$ cat config.mk
export PLATFORM = sky130hd
export DESIGN_NAME = lif_synapse
export DESIGN_NICKNAME = d
export VERILOG_FILES = /design/src/rtl/lif_pkg.sv /design/src/rtl/lif_prescaler.sv /design/src/rtl/lif_synapse.sv
export SDC_FILE = /design/constraint.sdc
export NUM_CORES = 1
export LEC_CHECK = 0
export ABC_AREA = 1
export BUFFER_PORTS_ARGS = -buffer_cell sky130_fd_sc_hd__buf_2
export CORE_MARGIN = 5
export CORE_UTILIZATION = 45
export DETAILED_ROUTE_END_ITERATION = 8
export GPL_TIMING_DRIVEN = 0
export PLACE_DENSITY_LB_ADDON = 0.25
export SLEW_MARGIN = 20
export SYNTH_ARGS = -nofsm -noshare
export SYNTH_HDL_FRONTEND = slang
export SYNTH_SLANG_ARGS = --single-unit
$ cat constraint.sdc
create_clock -name clk -period 5.05 [get_ports clk]
set_input_delay 0 -clock clk [delete_from_list [all_inputs] [get_ports clk]]
set_output_delay 0 -clock clk [all_outputs]
set_load 0.05 [all_outputs]
$ cat src/rtl/lif_pkg.sv
// Shared widths and types for the LIF synapse block.
// Optional macro SYN_INHIBIT_EN makes synapse INH_IDX inhibitory.
package lif_pkg;

  localparam int CURRENT_W = 8;
  localparam int N_SYN     = 4;
  localparam int SUM_W     = 11;
  // one extra bit keeps max current plus four full weights positive
  localparam int ACC_W     = SUM_W + 1;
  localparam int INH_IDX   = 3;

  typedef logic [CURRENT_W-1:0] weight_t;
  typedef weight_t [N_SYN-1:0]  weight_arr_t;

  function automatic weight_t sat_cur(
    input logic [ACC_W-1:0] v
  );
    if (v[ACC_W-1]) begin
      return '0;
    end else if (|v[ACC_W-2:CURRENT_W]) begin
      return '1;
    end else begin
      return v[CURRENT_W-1:0];
    end
  endfunction

endpackage

$ cat src/rtl/lif_prescaler.sv
// Free-running leak prescaler; tick is high while the
// counter sits at all-ones, or every cycle with zero bits.
module lif_prescaler #(
  parameter int PRESCALE_BITS = 2
) (
  input  logic i_clk,
  input  logic i_rst_n,
  output logic o_tick
);

  generate
    if (PRESCALE_BITS == 0) begin : g_none
      assign o_tick = 1'b1;
    end else begin : g_cnt
      logic [PRESCALE_BITS-1:0] r_cnt;

      always_ff @(posedge i_clk) begin
        if (!i_rst_n) begin
          r_cnt <= '0;
        end else begin
          r_cnt <= r_cnt + PRESCALE_BITS'(1);
        end
      end

      assign o_tick = &r_cnt;
    end
  endgenerate

endmodule

$ cat src/rtl/lif_synapse.sv
// Four-input synapse integrating weighted spikes into a leaky current.
// Define SYN_INHIBIT_EN to make synapse 3 subtract its weight.
module lif_synapse
  import lif_pkg::*;
#(
  parameter int              DECAY_SHIFT   = 3,
  parameter int              PRESCALE_BITS = 2,
  parameter logic [7:0]      W_INIT        = 8'd32
) (
  input  logic               clk,
  input  logic               rst_n,
  input  logic [N_SYN-1:0]   spike_in,
  input  logic               wr_en,
  input  logic [1:0]         wr_addr,
  input  logic [7:0]         wr_data,
  output logic [7:0]         current,
  output logic               leak_tick
);

`ifdef SYN_INHIBIT_EN
  localparam logic [N_SYN-1:0] EXC_MASK = 4'b0111;
`else
  localparam logic [N_SYN-1:0] EXC_MASK = 4'b1111;
`endif

  weight_t          r_current;
  weight_arr_t      r_weights;

  logic             w_tick;
  weight_t          w_shift;
  weight_t          w_leak;
  logic [SUM_W-1:0] w_exc;
  logic [ACC_W-1:0] w_acc;
  logic [N_SYN-1:0] w_exc_spk;

  lif_prescaler #(
    .PRESCALE_BITS (PRESCALE_BITS)
  ) u_prescaler (
    .i_clk   (clk),
    .i_rst_n (rst_n),
    .o_tick  (w_tick)
  );

  assign leak_tick = w_tick;
  assign current   = r_current;
  assign w_shift   = r_current >> DECAY_SHIFT;
  assign w_exc_spk = spike_in & EXC_MASK;

  // small nonzero currents still drain by one per tick
  always_comb begin
    w_leak = '0;
    if (w_tick) begin
      if (w_shift == '0 && r_current != '0) begin
        w_leak = 8'd1;
      end else begin
        w_leak = w_shift;
      end
    end
  end

  always_comb begin
    w_exc = '0;
    for (int i = 0; i < N_SYN; i++) begin
      if (w_exc_spk[i]) begin
        w_exc = w_exc + SUM_W'(r_weights[i]);
      end
    end
  end

`ifdef SYN_INHIBIT_EN
  weight_t w_inh;

  assign w_inh = spike_in[INH_IDX] ? r_weights[INH_IDX] : '0;
  assign w_acc = ACC_W'(r_current) - ACC_W'(w_leak)
               + ACC_W'(w_exc) - ACC_W'(w_inh);
`else
  assign w_acc = ACC_W'(r_current) - ACC_W'(w_leak)
               + ACC_W'(w_exc);
`endif

  always_ff @(posedge clk) begin
    if (!rst_n) begin
      r_current <= '0;
    end else begin
      r_current <= sat_cur(w_acc);
    end
  end

  // spikes read the old weight in the write cycle
  always_ff @(posedge clk) begin
    if (!rst_n) begin
      for (int i = 0; i < N_SYN; i++) begin
        r_weights[i] <= W_INIT;
      end
    end else if (wr_en) begin
      r_weights[wr_addr] <= wr_data;
    end
  end

endmodule
==> summary.md <==
| Metric | Value |
|---|---|
| Result of the run | complete, no violations |
| Fraction of final layout cells sized beyond drive strength 1 | 22.3% |
| Share of the cycle needed by the critical path after routing | 96.9% |
| Post-layout nets | 736 |
| Post-synthesis sequential element count | 42 |
| Floorplan row count | 34 |
| Net switching share of the total power | 49.8% |
| Final routed wire length divided by cell count | 12.6 um |
| Slew Viols, Final | 0 |
| Seq/Total Area, Yosys | 21.6% |
| Wire length of the first global-routing pass | 15.9 mm |
| Slew at the pin with the worst max-slew slack | 505 ps |
| Per-instance average area after synthesis | 6.16 sq um |
| TritonCTS clock tree | done |
| Synthesis-to-layout area growth | 21.5% |
| Die Y | 103 um |
| Power per unit of standard cell area | 487 nW/um^2 |
| Count of unresolved DRC violations after routing | 0 |
| Mapped Cells | 633 |
| Starting density of the core | 45.4% |
| Worst hold slack after final layout | 0.401 ps |
| Most prevalent standard cell on the critical path | sky130_fd_sc_hd__nand2_1 |
| Highest Clock Rate | 0.204 GHz |
| Top Family by Delay on Critical Path | simple AND/OR/NAND/NOR gates |
| Peak VDD IR | 413 uV |
| Net Count, Synth | 696 |
| Largest incremental delay on the critical path | 350 ps |
| Cts bufs inserted | 5 |
| Worst EP arrival | 5090 ps |
| Fraction of power consumed by combinational cells | 67.8% |
| Setup WS pre-CTS | -398 ps |
| GRT overflow | 0 |
| Cell Area, Synth | 3900 sq um |
| Worst Path Max Fanout | 8 |
| Number of vias per cell | 5.04 |
| Maximum number of pins on one net before global-route repair | 15 |
| Setup violation total in the final timing report | 0 |
| Routability cong. | 0.860 |
| Cell area reported after detailed placement | 4140 sq um |
| Fraction of power consumed by the clock network | 13.7% |
| Critical hold path startpoint | wr_data[6] |
| Worst setup EP type | flop |
| Final non-filler cell area | 4740 sq um |
| Final worst setup slack | 155 ps |
| Synth cell types | 36 |
| Final routed wirelength across all metal layers | 9.87 mm |
| RSZ-0062 raised after global routing | yes |
| Total die area | 10,600 sq um |
| CP required | 5250 ps |
| Final hold viol count | 0 |
| Worst slew margin relative to its limit | 66.1% |
| Startpoint of the most critical setup path | r_weights[2]$_SDFFE_PN0P_ |
| Leakage dissipation | 2.53 nW |
| Detailed placement HPWL | 7.66 mm |
| Residual antenna-violating net count after detailed routing | 0 |
| Detailed-route via count | 3,944 |
| Layout Skew | 10.1 ps |
| Initial drt markers | 119 |
| Highest-count cells in the layout ignoring fill and taps | sky130_fd_sc_hd__nand2_1, sky130_fd_sc_hd__inv_1, sky130_fd_sc_hd__nor2_1 |
| Diodes inserted | 0 |
| Reg-to-Reg Start | r_weights[2]$_SDFFE_PN0P_ |
| Via count of the first global-routing pass | 3,512 |
| Number of violations of the max-capacitance limit | 0 |
| Clock latency on the worst-skew pair | 300 ps |
| Number of buffers on the longest clock path | 2 |
| Proportion of power drawn by flip-flops and latches | 18.5% |
| P_sw | 1.15 mW |
| Number of sinks driven by the clock tree | 42 |
| Sort of element at the start of the critical path | flop |
| CTS HTree Levels | 2 |
| Num ports | 26 |
| Clk Tree Root Cell | sky130_fd_sc_hd__clkbuf_8 |
| Length of the first detailed-routing pass in iterations | 5 |
| Clock input transition at the sequential cells of the worst setup and hold paths | 90 ps |
| Category of the most critical setup path | reg -> reg |
| Total global routing track utilization | 18.7% |
| Min cycle time layout | 4900 ps |
| Most common cell after layout, fill and taps aside | sky130_fd_sc_hd__nand2_1 |
| Slowest cell on crit path | sky130_fd_sc_hd__ha_1 |
| Layout Utilization | 55.1% |
| Warnings, synthesis | 0 |
| Internal power summed over all cells | 1.16 mW |
| Horizontal die dimension | 103 um |
| Hold crit path type | in -> reg |
| Number of antenna violations at the first check in global routing | 0 |
| Input/output buffers | 21 |
| Area of the core region | 8590 sq um |
| Number of buffer and inverter stages on the critical path | 5 |
-- synthesized netlist by cell type, drive strengths merged --
cell,n,area share (%)
nand2,190,19
inv,105,10
nor2,76,8.0
nand3,50,6.5
dfxtp,42,22
ha,41,13
o21ai,39,5.2
a21oi,25,3.3
xor2,13,2.9
nand4,8,1.3
xnor2,7,1.6
clkbuf,6,0.61
fa,5,2.6
nand3b,5,0.96
buf,4,0.58
nor3,4,0.77
or2,4,0.64
and2,3,0.48
a21boi,2,0.39
a31oi,1,0.16
nor4,1,0.16
o2111ai,1,0.22
or3,1,0.16
-- registers in the layout (all words and copies together), names as in the netlist --
signal / cells
r_weights: 32
u_prescaler.g_cnt.r_cnt: 2
current: 8
-- repair_timing --
action / in CTS / in global routing
hold endpoints to repair: 7 / 0
hold buffers: 3 / 0
setup endpoints to repair: 8 / 8
resized for setup: 14 / 83
setup buffers: 1 / 8
pin swaps: 3 / 41
-- layout make-up --
class	instances	area, sq um
fillers	848	3860
repair buffers	33	203
inverters	105	402
clock buffers	5	68.8
clock inverters	3	68.8
flip-flops and latches	42	842
well taps	108	135
multi-input cells	476	2970
plain buffers	10	46.3
-- kinds of logic (layout without fill, tap and decap cells) --
family,after synthesis,after routing,share of synthesized area (%)
xor+xnor,20,20,4.49
flops,42,42,21.6
compound gates,68,68,9.28
buf+inv,115,156,11.3
simple gates,342,342,37.6
fa+ha+maj,46,46,15.7
-- worst paths after layout --
check | depth (start not counted) | slack, ps | endpoint
max | 33 | 150 | current[4]$_SDFF_PP0_
max reg2reg | 33 | 150 | current[4]$_SDFF_PP0_
min | 3 | 0.4 | r_weights[14]$_SDFFE_PN0P_
min reg2reg | 1 | 420 | u_prescaler.g_cnt.r_cnt[0]$_SDFF_PN0_
-- power by group through the flow --
| stage | registers [mW] | logic [mW] | clock network [mW] |
|---|---|---|---|
| 2_1_floorplan | 0.527 | 0.935 | 0 |
| 3_3_place_gp | 0.433 | 1.28 | 0 |
| 3_5_place_dp | 0.433 | 1.29 | 0 |
| 4_1_cts | 0.426 | 1.33 | 0.322 |
| 5_1_grt | 0.434 | 1.73 | 0.333 |
| 6_report | 0.427 | 1.56 | 0.316 |
-- layer usage --
metal / up-vias / share of wire [%] / global-route usage (%)
li1: 2073 / - / -
met1: 1780 / 50 / 28.0
met2: 78 / 45 / 29.1
met3: 13 / 3.5 / 1.42
met4: 0 / 1.3 / 4.58
met5: - / 0 / 0
-- metrics by stage --
| stage | std cells | power (mW) | setup TNS (ps) |
|---|---|---|---|
| 6_report | 782 | 2.31 | 0 |
| 3_3_place_gp | 762 | 1.71 | -2690 |
| 5_1_grt | 782 | 2.50 | -1310 |
| 4_1_cts | 774 | 2.08 | 0 |
| 3_5_place_dp | 762 | 1.72 | -3000 |
| 2_1_floorplan | 633 | 1.46 | 0 |
-- worst reg2reg max path, delay by kind of cell (launching register included) --
kind	cells	cell delay (ps)
flip-flops	1	340
adder cells (fa/ha/maj)	4	1220
AND/OR/NAND/NOR	17	1860
AO/OA/AOI/OAI	5	740
buffers and inverters	5	290
XOR/XNOR	2	340
No activity file was read; power rests on OpenSTA's default activity.
